**src/rtl/pdm_cic_decimator.sv**
```systemverilog
// pdm_cic_decimator: shared PDM clock generator + per-mic 3rd-order CIC decimator.
// Each mic's integrators run at the PDM rate. The comb stage is time-multiplexed,
// handling one mic per clk, and emits one offset-binary frame per decimation period.
// Optional build macro: DC_BLOCK_EN adds a per-mic 1-pole high-pass after scaling.

// Per-mic front end: input synchroniser and three cascaded integrators.
module pdm_cic_integ #(
  parameter int ACC_W = 20
) (
  input  logic                    clk,
  input  logic                    rst_n,
  input  logic                    pdm_i,
  input  logic                    stb_i,
  output logic [ACC_W-1:0]        acc_o
);
  logic [1:0]              sync_q;
  logic signed [ACC_W-1:0] x;
  logic signed [ACC_W-1:0] i1_q, i2_q, i3_q;

  // Synced bit 1 -> +1, 0 -> -1.
  assign x     = sync_q[1] ? ACC_W'(1) : {ACC_W{1'b1}};
  assign acc_o = i3_q;

  // Two-flop synchroniser for the asynchronous PDM line.
  always_ff @(posedge clk or negedge rst_n)
    if (!rst_n) sync_q <= '0;
    else        sync_q <= {sync_q[0], pdm_i};

  // Registered integrator cascade. Wrap-around is intentional, and the combs undo it.
  always_ff @(posedge clk or negedge rst_n)
    if (!rst_n) begin
      i1_q <= '0;
      i2_q <= '0;
      i3_q <= '0;
    end else if (stb_i) begin
      i1_q <= i1_q + x;
      i2_q <= i2_q + i1_q;
      i3_q <= i3_q + i2_q;
    end
endmodule

module pdm_cic_decimator #(
  parameter int NUM_MICS    = 9,
  parameter int BIT_WIDTH   = 8,
  parameter int LOG2_DECIM  = 6,
  parameter int PDM_CLK_DIV = 16
) (
  input  logic                 clk,
  input  logic                 rst_n,
  input  logic [NUM_MICS-1:0]  pdm_data_in,
  output logic                 pdm_clk_out,
  output logic [BIT_WIDTH-1:0] pcm_data_out [0:NUM_MICS-1],
  output logic                 pcm_valid,
  output logic                 pcm_busy
);
  localparam int ACC_W = 3*LOG2_DECIM + 2;
  localparam int DIV_W = (PDM_CLK_DIV > 1) ? $clog2(PDM_CLK_DIV) : 1;
  localparam int IDX_W = (NUM_MICS > 1) ? $clog2(NUM_MICS) : 1;
  localparam logic [BIT_WIDTH-1:0] MID = {1'b1, {(BIT_WIDTH-1){1'b0}}};

  typedef enum logic [1:0] {IDLE, COMB, UPDATE} state_t;
  typedef struct packed {
    logic [ACC_W-1:0] d1;
    logic [ACC_W-1:0] d2;
    logic [ACC_W-1:0] d3;
  } comb_st_t;

  // ---------------- reset synchroniser ----------------
  logic [1:0] rst_sync_q;
  logic       rst_int_n;

  // Assert asynchronously, release two clks later.
  always_ff @(posedge clk or negedge rst_n)
    if (!rst_n) rst_sync_q <= '0;
    else        rst_sync_q <= {rst_sync_q[0], 1'b1};

  assign rst_int_n = rst_sync_q[1];

  // ---------------- PDM clock divider ----------------
  logic [DIV_W-1:0] div_q;
  logic             pdm_clk_q;
  logic             div_tc, smp_stb;

  assign div_tc      = (div_q == DIV_W'(PDM_CLK_DIV-1));
  assign smp_stb     = div_tc & pdm_clk_q;  // cycle where pdm_clk goes 1->0
  assign pdm_clk_out = pdm_clk_q;

  // Half-period counter that toggles the shared PDM clock.
  always_ff @(posedge clk or negedge rst_int_n)
    if (!rst_int_n) begin
      div_q     <= '0;
      pdm_clk_q <= 1'b0;
    end else begin
      div_q <= div_tc ? '0 : div_q + 1'b1;
      if (div_tc) pdm_clk_q <= ~pdm_clk_q;
    end

  // ---------------- per-mic integrators ----------------
  logic [NUM_MICS-1:0][ACC_W-1:0] acc;

  for (genvar m = 0; m < NUM_MICS; m++) begin : g_mic
    pdm_cic_integ #(.ACC_W(ACC_W)) u_integ (
      .clk   (clk),
      .rst_n (rst_int_n),
      .pdm_i (pdm_data_in[m]),
      .stb_i (smp_stb),
      .acc_o (acc[m])
    );
  end

  // ---------------- decimation counter + snapshot ----------------
  logic [LOG2_DECIM-1:0]          dec_q;
  logic                           snap_fire;
  logic [NUM_MICS-1:0][ACC_W-1:0] snap_q;

  assign snap_fire = smp_stb & (&dec_q);

  // Count PDM samples. At wrap, latch every mic's final integrator.
  always_ff @(posedge clk or negedge rst_int_n)
    if (!rst_int_n) begin
      dec_q  <= '0;
      snap_q <= '0;
    end else begin
      if (smp_stb)   dec_q  <= dec_q + 1'b1;
      if (snap_fire) snap_q <= acc;
    end

  // ---------------- comb FSM ----------------
  state_t           state_q, state_d;
  logic [IDX_W-1:0] idx_q, idx_d;
  logic             busy_q, busy_d, valid_q, valid_d;
  logic             comb_we, out_we;

  // Sequence: start on snapshot, one mic per clk, then publish the frame.
  always_comb begin
    state_d = state_q;
    idx_d   = idx_q;
    busy_d  = busy_q;
    valid_d = 1'b0;
    comb_we = 1'b0;
    out_we  = 1'b0;
    case (state_q)
      IDLE: if (snap_fire) begin
        state_d = COMB;
        idx_d   = '0;
        busy_d  = 1'b1;
      end
      COMB: begin
        comb_we = 1'b1;
        if (idx_q == IDX_W'(NUM_MICS-1)) begin
          state_d = UPDATE;
          busy_d  = 1'b0;
        end else begin
          idx_d = idx_q + 1'b1;
        end
      end
      UPDATE: begin
        out_we  = 1'b1;
        valid_d = 1'b1;
        state_d = IDLE;
      end
      default: state_d = IDLE;
    endcase
  end

  // FSM state, mic index and status strobes.
  always_ff @(posedge clk or negedge rst_int_n)
    if (!rst_int_n) begin
      state_q <= IDLE;
      idx_q   <= '0;
      busy_q  <= 1'b0;
      valid_q <= 1'b0;
    end else begin
      state_q <= state_d;
      idx_q   <= idx_d;
      busy_q  <= busy_d;
      valid_q <= valid_d;
    end

  assign pcm_busy  = busy_q;
  assign pcm_valid = valid_q;

  // ---------------- comb datapath + scaling ----------------
  comb_st_t [NUM_MICS-1:0]         cst_q;
  logic signed [ACC_W-1:0]         cx, c1, c2, c3, csat;
  logic signed [BIT_WIDTH-1:0]     cic_s, pcm_s;
  logic [BIT_WIDTH-1:0]            pcm_ob;
  localparam logic signed [ACC_W-1:0] SAT_HI = {2'b00, {(ACC_W-2){1'b1}}};
  localparam logic signed [ACC_W-1:0] SAT_LO = {2'b11, {(ACC_W-2){1'b0}}};

  // Three combs on the selected mic. The result saturates to the top of the range and is then truncated.
  always_comb begin
    cx    = $signed(snap_q[idx_q]);
    c1    = cx - $signed(cst_q[idx_q].d1);
    c2    = c1 - $signed(cst_q[idx_q].d2);
    c3    = c2 - $signed(cst_q[idx_q].d3);
    csat  = (c3 > SAT_HI) ? SAT_HI : (c3 < SAT_LO) ? SAT_LO : c3;
    cic_s = csat[ACC_W-2 -: BIT_WIDTH];
  end

`ifdef DC_BLOCK_EN
  localparam int HP_W = BIT_WIDTH + 8;
  localparam logic signed [HP_W+1:0] HP_HI = (HP_W+2)'((1 << (HP_W-1)) - 1);
  localparam logic signed [HP_W+1:0] HP_LO = -(HP_W+2)'(1 << (HP_W-1));
  logic [NUM_MICS-1:0][HP_W-1:0] hx_q, hy_q;
  logic signed [HP_W-1:0]        hx_new, hx_prev, hy_prev, hy_new;
  logic signed [HP_W+1:0]        hp_sum;

  // The high-pass runs with 8 fractional bits so that the y>>>8 leak is effective.
  always_comb begin
    hx_new  = {cic_s, {8{1'b0}}};
    hx_prev = hx_q[idx_q];
    hy_prev = hy_q[idx_q];
    hp_sum  = (HP_W+2)'(hx_new) - (HP_W+2)'(hx_prev)
            + (HP_W+2)'(hy_prev) - (HP_W+2)'(hy_prev >>> 8);
    hy_new  = (hp_sum > HP_HI) ? HP_HI[HP_W-1:0] :
              (hp_sum < HP_LO) ? HP_LO[HP_W-1:0] : hp_sum[HP_W-1:0];
    pcm_s   = hy_new[HP_W-1 -: BIT_WIDTH];
  end

  // Per-mic high-pass history, advanced in the mic's comb cycle.
  always_ff @(posedge clk or negedge rst_int_n)
    if (!rst_int_n) begin
      hx_q <= '0;
      hy_q <= '0;
    end else if (comb_we) begin
      hx_q[idx_q] <= hx_new;
      hy_q[idx_q] <= hy_new;
    end
`else
  assign pcm_s = cic_s;
`endif

  assign pcm_ob = {~pcm_s[BIT_WIDTH-1], pcm_s[BIT_WIDTH-2:0]};

  // Comb delay lines and staging register for the mic being processed.
  logic [NUM_MICS-1:0][BIT_WIDTH-1:0] stg_q;
  always_ff @(posedge clk or negedge rst_int_n)
    if (!rst_int_n) begin
      cst_q <= '0;
      stg_q <= '0;
    end else if (comb_we) begin
      cst_q[idx_q].d1 <= cx;
      cst_q[idx_q].d2 <= c1;
      cst_q[idx_q].d3 <= c2;
      stg_q[idx_q]    <= pcm_ob;
    end

  // All channels publish together, so the output holds for a whole frame.
  logic [NUM_MICS-1:0][BIT_WIDTH-1:0] out_q;
  always_ff @(posedge clk or negedge rst_int_n)
    if (!rst_int_n) out_q <= {NUM_MICS{MID}};
    else if (out_we) out_q <= stg_q;

  for (genvar m = 0; m < NUM_MICS; m++) begin : g_out
    assign pcm_data_out[m] = out_q[m];
  end

  // ---------------- assertions ----------------
  a_cfg_fits: assert property (@(posedge clk)
    (NUM_MICS + 2) < (2 * PDM_CLK_DIV * (2 ** LOG2_DECIM)));
  a_snap_idle: assert property (@(posedge clk) disable iff (!rst_int_n)
    snap_fire |-> (state_q == IDLE));
endmodule

```
**config.mk**
```make
export PLATFORM = sky130hd
export DESIGN_NAME = pdm_cic_decimator
export DESIGN_NICKNAME = d
export VERILOG_FILES = /design/src/rtl/pdm_cic_decimator.sv
export SDC_FILE = /design/constraint.sdc
export NUM_CORES = 2
export LEC_CHECK = 0
export ABC_AREA = 1
export CORE_ASPECT_RATIO = 0.8
export CORE_MARGIN = 5
export CORE_UTILIZATION = 42
export CTS_CLUSTER_DIAMETER = 80
export DETAILED_ROUTE_END_ITERATION = 6
export PLACE_DENSITY = 0.63
export SYNTH_ARGS = -nofsm -noshare
export SYNTH_HDL_FRONTEND = slang
export SYNTH_SLANG_ARGS = --single-unit
```
**constraint.sdc**
```tcl
create_clock -name clk -period 45.1 [get_ports clk]
set_input_delay 11.275 -clock clk [delete_from_list [all_inputs] [get_ports clk]]
set_output_delay 11.275 -clock clk [all_outputs]
set_load 0.01 [all_outputs]
```
==> summary.md <==
| Metric | Value |
|---|---|
| Status | finished, violations left |
| Failing checks | design-rule violations |
| Clock sink total | 1443 |
| Post-synthesis xor/xnor area fraction | 0.0171 |
| Post-CTS Setup Bufs | 0 |
| Largest net degree at the start of global routing | 203 |
| Die area | 0.205 mm² |
| Largest family of logic cells by synthesized area | compound AO/OA/AOI/OAI gates |
| Gpl congestion | 0.857 |
| Max-cap viol count | 0 |
| Clock transition time at the flip-flop clock pins of the worst setup and hold paths | 0.06 ns |
| IO Count | 86 |
| Net load switching power | 661 µW |
| Vias/cell | 5.37 |
| Non-filler cells, final | 12903 |
| Clock power share | 0.481 |
| Yosys synthesis warning count | 0 |
| DRT Pass-1 Iters | 7 |
| Post-route clock period utilization | 0.292 |
| Critical R2R Launch | idx_q[1] |
| Critical path's top delay family | buffers and inverters |
| Filler cells | 18675 |
| PortBufs | 85 |
| CTS buffer count | 157 |
| Sequential Power Share | 0.472 |
| Clock Latency Late Sink | 0.82 ns |
| Synth Area in Adders | 0.0921 |
| Core area | 0.195 mm² |
| WL final | 220000 µm |
| Combinational share of power | 0.047 |
| Fin. max-slew vios | 0 |
| Switch share | 0.238 |
| Die height | 406 µm |
| Post-route minimum period | 13.15 ns |
| Number of flops mapped to enable cells by yosys | 0 |
| Post-Syn Area | 0.0823 mm² |
| CP max stage delay | 0.54 ns |
| Synth Instances | 10341 |
| Hpwl dp | 145000 µm |
| PostCTS Resize Cnt | 0 |
| Synthesis-to-layout area growth | 10.0% |
| Leak Pwr | 45.5 nW |
| Share of cells above drive strength 1 | 0.0536 |
| Mux contribution to synthesized area | 0.00433 |
| Hold Buf Count CTS | 0 |
| CTS tree | done |
| PD cells | 30.7 mW/mm² |
| Prevailing post-synth register cell | dfrtp_1 |
| Simple-Gate Fraction of Synth Area | 0.187 |
| Fmax | 76.0 MHz |
| Number of routed nets with antenna violations | 0 |
| HP Class | flop to async pin |
| Netlist cell types | 73 |
| CP Launch Point | pcm_data_out[31] |
| Initial Util | 0.422 |
| CP cell instances | clkdlybuf4s50_1 |
| Root Driver | clkbuf_16 |
| Startpoint types | flop |
| Peak VDD IR | 41.4 µV |
| Slew @ Worst Pin | 1.23 ns |
| Worst EP required | 33.83 ns |
| Crit path buffers/inverters | 1 |
| WS Path Type | flop to primary output |
| R2R Setup Slk | 35.34 ns |
| Initial drt markers | 5648 |
| GRT Overall Usage | 0.211 |
| Critical path endpoint category | primary output |
| Final Skew | 0.0337 ns |
| Reg2reg path depth | 32 |
| Top cells by count, synth | nand2_1 (2643), o21ai_0 (1724), dfrtp_1 (1434) |
| Share of the synthesized area in the top cell type | 0.436 |
| Syn avg cell area | 7.96 µm² |
| # DRC | 1 |
| Total number of vias | 69242 |
| Int Power | 2.12 mW |
| Final Hold Violating Endpoints | 0 |
| Row count | 145 |
| Initial antenna violation count | 2 |
| Reg2reg end | stg_q[37] |
| Largest cells by area after synthesis | dfrtp_1 (44%), nand2_1 (12%), o21ai_0 (10%), ha_1 (8.5%), a21oi_1 (5.0%) |
| Placed insts | 12625 |
| Final Net Count | 10811 |
| Die span in x | 505 µm |
| Final setup fails | 0 |
| Total gr overflow | 0 |
| H-tree depth | 4 |
| First-pass GRT wire length | 357000 µm |
| TNS Setup | 0 ns |
| Drt wl/cell | 17.0 µm |
| Vias in the first global route | 66665 |
| FF+latch count, synth | 1443 |
| Syn_nets | 10940 |
| RSZ-0062 raised after global routing | false |
| CTS max path bufs | 3 |
| Area leader, netlist | dfrtp_1 |
| Synth async-reset ratio | 1.00 |
| CP max FO | 2 |
| Relative slew slack | 0.180 |
| Most common cell in the netlist | nand2_1 |
| Slowest CP cell | clkdlybuf4s50_1 |
| Seq/Total Area, Yosys | 0.439 |
| Synth Area in Compound Gates | 0.192 |
| Crit path DAT | 1.88 ns |
-- state kept, by name, indices dropped and copies added (netlist names), 6 cells and up --
name,flops
g_mic.u_integ.acc_o,180
pcm_data_out,72
dec_q,6
snap_q,180
stg_q,72
cst_q,540
g_mic.u_integ.sync_q,18
g_mic.u_integ.i2_q,180
g_mic.u_integ.i1_q,180
-- metrics by stage --
step           total power [mW]  hold slack [ns]  area [µm²]  utilization  setup WS (ns)
5_1_grt                    2.89            0.355       90600        0.464          31.87
2_1_floorplan              1.44            0.331       82300            -           1.91
3_3_place_gp               1.46            0.339       85300        0.437          32.78
4_1_cts                    2.82            0.349       90600        0.464          31.88
6_report                   2.78            0.343       90600        0.464          31.95
3_5_place_dp               1.47            0.335       85300        0.437          32.76
-- layout make-up --
cell class,instances,area (µm²),area share
Inverter,1004,3790,0.0418
Multi-Input combinational cell,7448,40700,0.449
Antenna cell,1,2.50,0.0000276
Clock inverter,57,833,0.00920
Sequential cell,1443,36100,0.399
Timing Repair Buffer,158,1460,0.0161
Tap cell,2572,3220,0.0355
Clock buffer,220,4490,0.0495
-- routing by layer --
layer | track usage | vias to the layer above | part of all wire
li1 | - | 34218 | -
met1 | 0.299 | 32958 | 0.47
met2 | 0.341 | 1732 | 0.45
met3 | 0.0258 | 334 | 0.053
met4 | 0.0599 | 0 | 0.026
met5 | 0 | - | 0
-- cells by family after synthesis --
| group | Yosys count |
|---|---|
| buffers and inverters | 1450 |
| multiplexers | 35 |
| XOR/XNOR | 156 |
| flip-flops | 1443 |
| AND/OR/NAND/NOR | 3719 |
| AO/OA/AOI/OAI | 2949 |
| other | 1 |
| adder cells (fa/ha/maj) | 588 |
-- power groups by stage --
| stage | clock (mW) | combinational (mW) | sequential [mW] |
|---|---|---|---|
| after floorplan | 0 | 0.0837 | 1.35 |
| after global placement | 0 | 0.125 | 1.34 |
| after detailed placement | 0 | 0.130 | 1.34 |
| after CTS | 1.37 | 0.131 | 1.31 |
| after global routing | 1.42 | 0.152 | 1.31 |
| final | 1.34 | 0.129 | 1.31 |
-- worst register-to-register path: cells and delay by family, from the launching register on --
family | cells | cell delay, ns
compound gates | 7 | 1.68
xor+xnor | 2 | 1.66
fa+ha+maj | 4 | 1.60
buf+inv | 4 | 1.82
flops | 1 | 0.77
simple gates | 15 | 2.18
-- how the worst max path moves through the flow --
stage / end / slack, ns / depth (start not counted)
6_report: pcm_data_out[31] / 31.95 / 1
5_1_grt: pcm_data_out[23] / 31.87 / 1
4_1_cts: pcm_data_out[31] / 31.88 / 1
3_5_place_dp: pcm_data_out[31] / 32.76 / 1
3_3_place_gp: pcm_data_out[31] / 32.78 / 1
2_1_floorplan: cst_q[0] / 1.91 / 0
-- cell usage in the layout (no fill, tap or decap), types with 12 or more instances in the layout --
cell / n
a21boi_0: 21
a21o_1: 26
a21oi_1: 817
a31oi_1: 69
buf_4: 68
bufinv_16: 13
clkbuf_1: 31
clkbuf_16: 157
clkbuf_8: 32
clkdlybuf4s50_1: 85
clkinv_2: 21
dfrtp_1: 1430
fa_1: 30
ha_1: 558
inv_1: 983
inv_2: 12
mux2i_1: 30
nand2_1: 2633
nand2_2: 54
nand2_4: 20
nand3_1: 219
nand3_2: 68
nand4_1: 42
nor2_1: 587
nor3_1: 39
o2111ai_1: 52
o211ai_1: 28
o21ai_0: 1724
o21bai_1: 25
o221ai_1: 55
o22ai_1: 44
o31ai_1: 32
xnor2_1: 80
xor2_1: 74
Power figures use the tool's default switching activity.
